`src/rtl/apb_master.sv`:
```
// APB requester: turns a host valid/ready command into an APB SETUP->ACCESS
// transfer and answers with a one-cycle response pulse (read data or timeout).
// Only one transfer is outstanding at a time.
module apb_master #(
  parameter int AW         = 8,
  parameter int DW         = 8,
  parameter int MIN_ACCESS = 2,
  parameter int TIMEOUT    = 16
) (
  input  logic          clk,
  input  logic          rst,
  input  logic          cmd_valid,
  output logic          cmd_ready,
  input  logic          cmd_write,
  input  logic [AW-1:0] cmd_addr,
  input  logic [DW-1:0] cmd_wdata,
  output logic          rsp_valid,
  output logic [DW-1:0] rsp_rdata,
  output logic          rsp_err,
  output logic          p_sel,
  output logic          p_enable,
  output logic          p_w_en,
  output logic [AW-1:0] p_add,
  output logic [DW-1:0] p_wdata,
  input  logic          p_ready,
  input  logic [DW-1:0] p_rdata
);

  localparam int CW = $clog2(TIMEOUT + 1);
  localparam logic [CW-1:0] MIN_C = CW'(MIN_ACCESS);
  localparam logic [CW-1:0] TO_C  = CW'(TIMEOUT);

  typedef enum logic [1:0] {IDLE, SETUP, ACCESS} state_t;

  state_t        state, state_nx;
  logic [CW-1:0] acc_cnt, acc_cnt_nx;
  logic          p_sel_nx, p_enable_nx, p_w_en_nx;
  logic [AW-1:0] p_add_nx;
  logic [DW-1:0] p_wdata_nx;
  logic          rsp_valid_nx, rsp_err_nx;
  logic [DW-1:0] rsp_rdata_nx;
  logic          accept;

  // Ready only while idle and out of reset; reset gates it combinationally.
  assign cmd_ready = rst & (state == IDLE);
  assign accept    = cmd_valid & cmd_ready;

  // Next-state and next-output logic. p_w_en doubles as the latched
  // write flag, since it only changes on accept.
  always_comb begin
    state_nx     = state;
    acc_cnt_nx   = acc_cnt;
    p_sel_nx     = p_sel;
    p_enable_nx  = p_enable;
    p_w_en_nx    = p_w_en;
    p_add_nx     = p_add;
    p_wdata_nx   = p_wdata;
    rsp_valid_nx = 1'b0;
    rsp_err_nx   = 1'b0;
    rsp_rdata_nx = '0;
    case (state)
      IDLE: begin
        if (accept) begin
          state_nx    = SETUP;
          acc_cnt_nx  = '0;
          p_sel_nx    = 1'b1;
          p_enable_nx = 1'b0;
          p_w_en_nx   = cmd_write;
          p_add_nx    = cmd_addr;
          p_wdata_nx  = cmd_write ? cmd_wdata : '0;
        end
      end
      SETUP: begin
        state_nx    = ACCESS;
        p_enable_nx = 1'b1;
        acc_cnt_nx  = CW'(1);
      end
      ACCESS: begin
        // A ready seen before MIN_ACCESS cycles may be stale from the
        // previous transfer, so it is ignored.
        if (acc_cnt >= MIN_C && p_ready) begin
          state_nx     = IDLE;
          acc_cnt_nx   = '0;
          p_sel_nx     = 1'b0;
          p_enable_nx  = 1'b0;
          rsp_valid_nx = 1'b1;
          rsp_rdata_nx = p_w_en ? '0 : p_rdata;
        end else if (acc_cnt == TO_C) begin
          state_nx     = IDLE;
          acc_cnt_nx   = '0;
          p_sel_nx     = 1'b0;
          p_enable_nx  = 1'b0;
          rsp_valid_nx = 1'b1;
          rsp_err_nx   = 1'b1;
        end else begin
          acc_cnt_nx = acc_cnt + CW'(1);
        end
      end
      default: begin
        state_nx    = IDLE;
        p_sel_nx    = 1'b0;
        p_enable_nx = 1'b0;
      end
    endcase
  end

  // State, counter and all registered outputs; async reset aborts silently.
  always_ff @(posedge clk or negedge rst) begin
    if (!rst) begin
      state     <= IDLE;
      acc_cnt   <= '0;
      p_sel     <= 1'b0;
      p_enable  <= 1'b0;
      p_w_en    <= 1'b0;
      p_add     <= '0;
      p_wdata   <= '0;
      rsp_valid <= 1'b0;
      rsp_err   <= 1'b0;
      rsp_rdata <= '0;
    end else begin
      state     <= state_nx;
      acc_cnt   <= acc_cnt_nx;
      p_sel     <= p_sel_nx;
      p_enable  <= p_enable_nx;
      p_w_en    <= p_w_en_nx;
      p_add     <= p_add_nx;
      p_wdata   <= p_wdata_nx;
      rsp_valid <= rsp_valid_nx;
      rsp_err   <= rsp_err_nx;
      rsp_rdata <= rsp_rdata_nx;
    end
  end

endmodule
```
`config.mk`:
```
export PLATFORM = sky130hd
export DESIGN_NAME = apb_master
export DESIGN_NICKNAME = d
export VERILOG_FILES = /design/src/rtl/apb_master.sv
export SDC_FILE = /design/constraint.sdc
export NUM_CORES = 1
export LEC_CHECK = 0
export CAP_MARGIN = 20
export CORE_MARGIN = 5
export CORE_UTILIZATION = 43
export DETAILED_ROUTE_END_ITERATION = 16
export MAX_ROUTING_LAYER = met4
export PLACE_DENSITY = 0.79
export SLEW_MARGIN = 0
export SYNTH_ARGS = -nofsm -noshare
export SYNTH_HDL_FRONTEND = slang
export SYNTH_SLANG_ARGS = --single-unit
```
`constraint.sdc`:
```
create_clock -name clk -period 2.3 [get_ports clk]
set_input_delay 0.69 -clock clk [delete_from_list [all_inputs] [get_ports clk]]
set_output_delay 0.69 -clock clk [all_outputs]
set_load 0.01 [all_outputs]
```
==> Yosys cells after proc, flatten, opt, wreduce, memory -nomap -nowiden <==
Index checks and enable logic that the tools add are counted.
{ "classes": {"n_addsub": 1, "magnitude_cmp": 1, "n_eq_ne": 5, "mux": 23, "bitwise_logic": 3, "reduce_logical": 7} }
{ "op_table": {"columns": ["operator", "n"], "rows": [
  ["two-way mux 8 bit", 4],
  ["two-way mux 5 bit", 3],
  ["case mux 5 bit (3 select lines)", 1],
  ["two-way mux 1 bit", 9],
  ["two-way mux 2 bit", 3],
  ["case mux 1 bit (3 select lines)", 2],
  ["case mux 2 bit (3 select lines)", 1],
  ["AND reduction 2 bit", 3],
  ["adder 5 x 1 -> 5 bit (second input constant)", 1],
  ["equality test 5 bit (second input constant)", 1],
  [">= comparator 5 x 2 -> 1 bit (second input constant)", 1],
  ["inequality test 3 bit (second input constant)", 1],
  ["AND reduction 3 bit", 1],
  ["nonzero test 3 bit", 1],
  ["bitwise AND 1 bit", 2],
  ["equality test 2 x 1 -> 1 bit (second input constant)", 1],
  ["equality test 2 bit (second input constant)", 1],
  ["zero test 2 bit", 1],
  ["inequality test 2 bit (second input constant)", 1],
  ["logical AND 1 bit", 1],
  ["inverter 1 bit", 1]
]} }
{ "totals": {"reg_bits": 36, "inputBits": 29, "output_inout_bits": 30, "wordCells": 50} }

==> Depth between registers and ports, before layout <==
Gate-level depths: netlist of the first run.
{ "logic_depth": {"ltp_word": 5, "ltp_mapped": 7, "mapped_depth_nobuf": 6} }

==> Worst setup path before layout of the first run <==
OpenSTA, ideal clock, no wires.
{ "synth_timing": {"path_kind": "register -> register", "startpoint": "reg, netlist name p_enable", "endpoint": "reg p_add[3]", "setup_time_ns": 0.125, "t_arrival_ns": 1.754, "t_required_ns": 2.175, "slack_ns": 0.421, "stages_incl_launch_ff": 7, "path_buffers": 1, "period_less_slack_ns": 1.879, "cell_sequence": "dfrtp_1 -> inv_1 -> ha_1 -> and2_1 -> nand2_1 -> clkbuf_1 -> mux2_2"} }
{ "synth_lines": {"columns": ["item", "line_no", "source"], "rows": [
  ["end signal, assigned", "126", "p_add <= p_add_nx;"],
  ["end, declared", "23", "output logic [AW-1:0] p_add,"]
]} }

==> Worst setup path after layout of the first run <==
{ "layout_timing": {"startpoint": "reg state[0]", "endpoint": "out cmd_ready"} }
{ "layout_via": {"elab_chain_len": 2} }
{ "layout_rtl": {"columns": ["item", "line_no", "source"], "rows": [
  ["start, declared", "35", "state_t state, state_nx;"],
  ["start signal, assigned", "121", "state <= state_nx;"],
  ["zero test 2 bit", "45", "assign cmd_ready = rst & (state == IDLE);"],
  ["bitwise AND 1 bit", "45", null],
  ["end, declared", "13", "output logic cmd_ready,"]
]} }
No other way between the ends.

==> reports/results.ini, run 1 <==
[run_status]
status=complete, no violations

[clocking]
clock_sinks=35
clk_path_buf_depth=2
cts_buffers=5
cts_tree=yes
cts.clk_slew.worst_paths_ns=0.09
h-tree-depth=2
clock_latency_ns=0.32
cts_root_buf=clkbuf_4
cts_hold_buffers=0

[critical_path]
rrSetupSlack_ns=0.39
cp_data_arrival_time_ns=1.45
critPathTopFamily=flip-flops
crit_buf_inv=2
reg2regPathDepth=6
cp.required_ns=1.61
crit_path_top_delay_cell=dfrtp_1
reg2reg_to=p_enable
critPathMaxFanout=4
critPathKind=reg2out
crit_chain=inv_1, ha_1, and2_1, dlygate4sd2_1
worstSetupEndpointType=output pin
slowest_delay_ns=0.42
worstReg2RegStart=acc_cnt[0]
start_kind=register

[cells_and_area]
fill_cells=261
drive_gt1_share_pct=14.1
area_growth_pct=47.5
fin_cells=245
fin_nets=236
insertedDiodeCount=0
fin_area_um2=2270
final_core_utilization_pct=66.9

[min_path]
hp-class=in2async

[floorplanning]
die_x_um=69.8
die_area_um2=4870
chipHeight_um=69.8
std_cell_rows=21
coreArea_um2=3390
initial_core_util_pct=45.3
io_pins=59

[global_route]
track_usage_pct=15.5
grt_overflow=0
grt_pass1_wl_mm=5.85
antenna_found_initial=0
grt_max_degree=37
grt_pass1_vias=1293

[synthesis]
synth_seq_cells=35
ys_seq_area_share_pct=57.0
yosys.area.top_type=dfrtp_1
postSynthCellCount=132
synthFlopType=dfrtp_1
synth.top_cell.area_share_pct=57.0
synthTopCellsByArea=dfrtp_1 (57%), mux2_2 (6.6%), ha_1 (6.5%), nand2_1 (5.4%), and2_1 (3.7%)
synth.net_count=169
ys_async_sr_fraction_pct=100
ys_warn_count=0
synth_edf_count=0
syn_area_um2=1540
ys_types=30
synth_area_per_cell_um2=11.6

[place]
io_buffers=58
place.gp.congestion=0.785
dp_cells=237
hpwl_mm=2.74
place_area_um2=2190

[route]
drt_iter0_markers=71
viasPerCell=4.92
drc=0
drt_pass1_iterations=4
ant_nets=0
drt-wirelength-per-cell_um=14.1
vias=1205
wl_mm=3.47

[timing]
fin_skew_ns=0.00489
slew_headroom_pct=70.7
fin_crit_ns=2.14
tns_ns=0
min_period_over_period_pct=93.1
worstMarginPinSlew_ns=0.439
max_freq_mhz=467
grt_setup_unrepaired=false
hold_violations=0
setup_viol=0
drv_slew=0

[pwr]
p_total_w=0.00229
p_leak_nw=0.993
pwr_density_cell_nw_per_um2=1010
vdd_drop_max_mv=0.574

[job]
maxCapViolations=0

[layout make-up]
type	instances	area (um^2)	area share [%]
Inverter	7	26.3	1.16
Sequential cell	35	876	38.7
Timing Repair Buffer	63	612	27.0
Clock inverter	1	30.0	1.33
Clock buffer	6	41.3	1.82
Multi-Input combinational cell	87	623	27.5
Tap cell	46	57.6	2.54
[power breakdown]
part	switching [W]	internal, W
Clock	0.000187	0.000224
Combinational	0.000430	0.000563
Sequential	0.0000960	0.000794
Total	0.000712	0.00158
[worst register-to-register path, cell delays in order (launching register included)]
cell     delay [ns]
dfrtp_1        0.38
inv_1          0.10
ha_1           0.22
or3_4          0.34
o31ai_4        0.27
a31oi_2        0.16
mux2_1         0.33
[synthesized netlist by cell type (all sizes together), types with 2 or more instances]
library cell and instances:
a31oi 2, and2 9, clkbuf 2, dfrtp 35, ha 8, inv 7, mux2 11, nand2 23
nand3 5, nor3 2, o21ai 10, o22ai 2, o311ai 2, o31ai 2
[placed cells by master, fill, tap and decap left out]
cell type,count
o31ai_4,1
and4b_2,1
bufinv_16,1
mux2_2,9
and2_1,9
o22ai_1,2
inv_1,7
a21oi_1,1
dfrtp_1,35
mux2_1,2
clkbuf_1,1
a41oi_1,1
nand4bb_1,1
o21ai_0,10
buf_2,1
a311oi_1,1
a31oi_2,1
nand2_1,22
a31oi_1,1
or3_4,1
nand2_2,1
clkbuf_4,5
buf_4,5
a21boi_0,1
clkdlybuf4s50_1,56
nand3_1,5
or2_2,1
o311ai_1,2
dlygate4sd2_1,1
o32a_1,1
o31ai_1,1
ha_1,8
and3_2,1
nor3_1,2
nor2_1,1
[through the flow]
| stage | setup slack [ns] | hold slack, ns |
|---|---|---|
| final | 0.158 | 0.389 |
| after global placement | 0.171 | 0.461 |
| after detailed placement | 0.0922 | 0.470 |
| after floorplan | 0.421 | 0.394 |
| after CTS | 0.120 | 0.392 |
| after global routing | 0.0675 | 0.412 |
[sequential cells by signal, summed over array words and instances, names as in the netlist]
name	cells
acc_cnt	5
p_add	8
p_enable	1
p_sel	1
p_w_en	1
p_wdata	8
rsp_err	1
rsp_rdata	8
rsp_valid	1
state	1
[logic make-up (layout without fill, tap and decap cells)]
family / count (synthesis) / after routing / share of synthesized area [%]
compound gates: 23 / 23 / 10.9
fa+ha+maj: 8 / 8 / 6.51
buf+inv: 10 / 77 / 2.44
flops: 35 / 35 / 57.0
mux: 11 / 11 / 8.06
simple gates: 45 / 45 / 15.1
[how the worst max path moves through the flow]
stage | startpoint | end | cells after the start
global placement | rst | cmd_ready | 3
detailed placement | rst | p_enable | 5
floorplan | p_enable | p_add[3] | 6
CTS | state[0] | cmd_ready | 4
finish | state[0] | cmd_ready | 4
global route | state[0] | cmd_ready | 4
[what timing repair did]
| item | 4_1_cts | 5_1_grt |
|---|---|---|
| hold endpoints to repair | 0 | 0 |
| setup buffers | 1 | 0 |
| setup endpoints to repair | 1 | 0 |
| resized for setup | 1 | 0 |
[metal layers]
layer	track usage [%]	vias to the layer above	part of all wire [%]
li1	-	589	-
met1	17.3	566	39
met2	25.9	40	53
met3	4.06	10	5.0
met4	7.23	0	2.9
met5	-	-	0
Power figures use the tool's default switching activity.
==> inputs of run 2 (changes only) <==
- CTS_CLUSTER_SIZE: default -> 16
==> results of run 2 <==
Same layout as run 1: the final DEF is identical, and so are final timing and power.
==> inputs of run 3 (changes only) <==
- ABC_CLOCK_PERIOD_IN_PS: default -> 2300
- GPL_TIMING_DRIVEN: default -> 0
==> run 3 against run 2 <==
  * Clock skew increased by 0.013 ns
  * Setup slack better by 0.019 ns
  * Core utilization is 1.1 points lower
  * Register-to-register slack got worse by 0.09 ns
  * Cell area shrank 1.6%
  * Critical endpoint unchanged
==> reports/results.ini, run 3 (synthesis results as in run 1) <==
[critical_path]
crit_cells=4  ; unchanged
critPathTopFamily=flip-flops  ; unchanged
crit_path_top_delay_cell=dfrtp_1  ; unchanged
crit_chain=inv_1, ha_1, and2_1, dlygate4sd2_1  ; unchanged
worstSetupEndpointType=output pin  ; unchanged
startpoint=state[0]  ; unchanged
worstReg2RegStart=state[0]  ; was acc_cnt[0]
reg2regPathDepth=6  ; unchanged
cp_data_arrival_time_ns=1.43  ; was 1.45 ns
cp.required_ns=1.61  ; about the same
critPathMaxFanout=4  ; unchanged
critPathKind=reg2out  ; unchanged
rrSetupSlack_ns=0.30  ; was 0.39 ns
cp-endpoint=cmd_ready  ; unchanged
start_kind=register  ; unchanged
reg2reg_to=p_add[3]  ; was p_enable
crit_buf_inv=2  ; unchanged
slowest_delay_ns=0.42  ; about the same

[min_path]
hp-class=in2async  ; unchanged

[timing]
worstMarginPinSlew_ns=0.687  ; was 0.439 ns
setup_viol=0  ; unchanged
grt_setup_unrepaired=false  ; unchanged
hold_violations=0  ; unchanged
slew_headroom_pct=53.8  ; was 70.7%
min_period_over_period_pct=92.3  ; was 93.1%
setup_ws_ns=0.177  ; was 0.158 ns
max_freq_mhz=471  ; was 467 MHz
drv_slew=0  ; unchanged
fin_crit_ns=2.12  ; was 2.14 ns
fin_skew_ns=0.0177  ; was 0.00489 ns

[cells_and_area]
fin_area_um2=2230  ; was 2270 um^2
insertedDiodeCount=0  ; unchanged
fin_nets=234  ; was 236
final_common_cell=clkdlybuf4s50_1  ; unchanged
drive_gt1_share_pct=12.6  ; was 14.1%
largestRegisters=p_add x8, p_wdata x8, rsp_rdata x8  ; unchanged
fill_cells=259  ; was 261
final_core_utilization_pct=65.8  ; was 66.9%
layout_common_cells=clkdlybuf4s50_1 (55), dfrtp_1 (35), nand2_1 (22), o21ai_0 (10)  ; was clkdlybuf4s50_1 (56), dfrtp_1 (35), nand2_1 (22), o21ai_0 (10)
area_growth_pct=45.1  ; was 47.5%

[clocking]
clock_sinks=35  ; unchanged
cts_tree=yes  ; unchanged
clk_path_buf_depth=2  ; unchanged
clock_latency_ns=0.33  ; was 0.32 ns
cts_root_buf=clkbuf_4  ; unchanged
h-tree-depth=2  ; unchanged
cts_buffers=5  ; unchanged
cts_hold_buffers=0  ; unchanged
cts.clk_slew.worst_paths_ns=0.10  ; was 0.09 ns

[place]
hpwl_mm=2.76  ; was 2.74 mm
pre_cts_ws_ns=-0.513  ; was 0.0922 ns
io_buffers=57  ; was 58
place.gp.congestion=0.852  ; was 0.785
place_area_um2=2160  ; was 2190 um^2

[floorplanning]
coreArea_um2=3390  ; unchanged
initial_core_util_pct=45.3  ; unchanged
chipHeight_um=69.8  ; unchanged
std_cell_rows=21  ; unchanged
die_area_um2=4870  ; unchanged
die_x_um=69.8  ; unchanged
io_pins=59  ; unchanged

[route]
vias=1206  ; was 1,205
drt-wirelength-per-cell_um=14.4  ; was 14.1 um
ant_nets=0  ; unchanged
wl_mm=3.52  ; was 3.47 mm
viasPerCell=4.94  ; was 4.92
drc=0  ; unchanged
drt_pass1_iterations=4  ; unchanged
drt_iter0_markers=40  ; was 71

[pwr]
vdd_drop_max_mv=0.461  ; was 0.574 mV
p_leak_nw=0.967  ; was 0.993 nW
pwr_density_cell_nw_per_um2=974  ; was 1010 nW/um^2

[run_status]
status=complete, no violations  ; unchanged

[global_route]
grt_pass1_vias=1245  ; was 1,293
antenna_found_initial=0  ; unchanged
track_usage_pct=15.4  ; was 15.5%
grt_pass1_wl_mm=5.75  ; was 5.85 mm
grt_overflow=0  ; unchanged
grt_max_degree=38  ; was 37

[job]
maxCapViolations=0  ; unchanged

## run 3: per-stage QoR
stage | total power, W | setup TNS (ns) | cells | hold slack, ns
floorplan | 0.00138 | 0 | 132 | 0.394
global placement | 0.00185 | -35.84 | 235 | 0.462
detailed placement | 0.00188 | -3.92 | 235 | 0.475
CTS | 0.00221 | 0 | 244 | 0.203
global route | 0.00232 | 0 | 244 | 0.213
finish | 0.00217 | 0 | 244 | 0.207
## run 3: repair_timing
item,4_1_cts,5_1_grt
gates resized for setup,4,0
endpoints found under the setup margin,1,0
buffers inserted,1,0
## run 3: worst register-to-register path, cell delays in order, from the launching register on
cell and delay [ns]:
dfrtp_1 0.40, inv_1 0.09, ha_1 0.20, and2_1 0.15
nand2_1 0.27, clkbuf_1 0.41, mux2_2 0.39
## run 3: final cells by class
class | count | area [um^2] | share of cell area [%]
clock inverters | 2 | 12.5 | 0.561
clock buffers | 6 | 41.3 | 1.85
inverters | 7 | 26.3 | 1.18
well taps | 46 | 57.6 | 2.58
repair buffers | 58 | 582 | 26.1
flip-flops and latches | 35 | 876 | 39.3
multi-input cells | 87 | 623 | 27.9
plain buffers | 3 | 11.3 | 0.505
## run 3: power by group
| part | switching (W) | total, W | internal (W) |
|---|---|---|---|
| logic | 0.000426 | 0.000972 | 0.000546 |
| clock network | 0.000193 | 0.000311 | 0.000118 |
| registers | 0.0000959 | 0.000890 | 0.000794 |
## run 3: per-layer routing
metal	track usage [%]	up-vias	share of wire (%)
li1	-	585	-
met2	26.7	40	54
met1	16.8	573	38
met4	7.66	0	2.4
met3	3.04	8	4.7
met5	-	-	0
## run 3: worst min-delay path by stage
stage	from	to	slack, ns	cells past startpoint
after global placement	p_wdata[1]	p_wdata[1]	0.46	2
after global routing	rst	rsp_rdata[5]	0.21	1
final	rst	p_sel	0.21	1
after detailed placement	p_wdata[3]	p_wdata[3]	0.47	2
after floorplan	rst	acc_cnt[0]	0.39	0
after CTS	rst	acc_cnt[3]	0.20	1
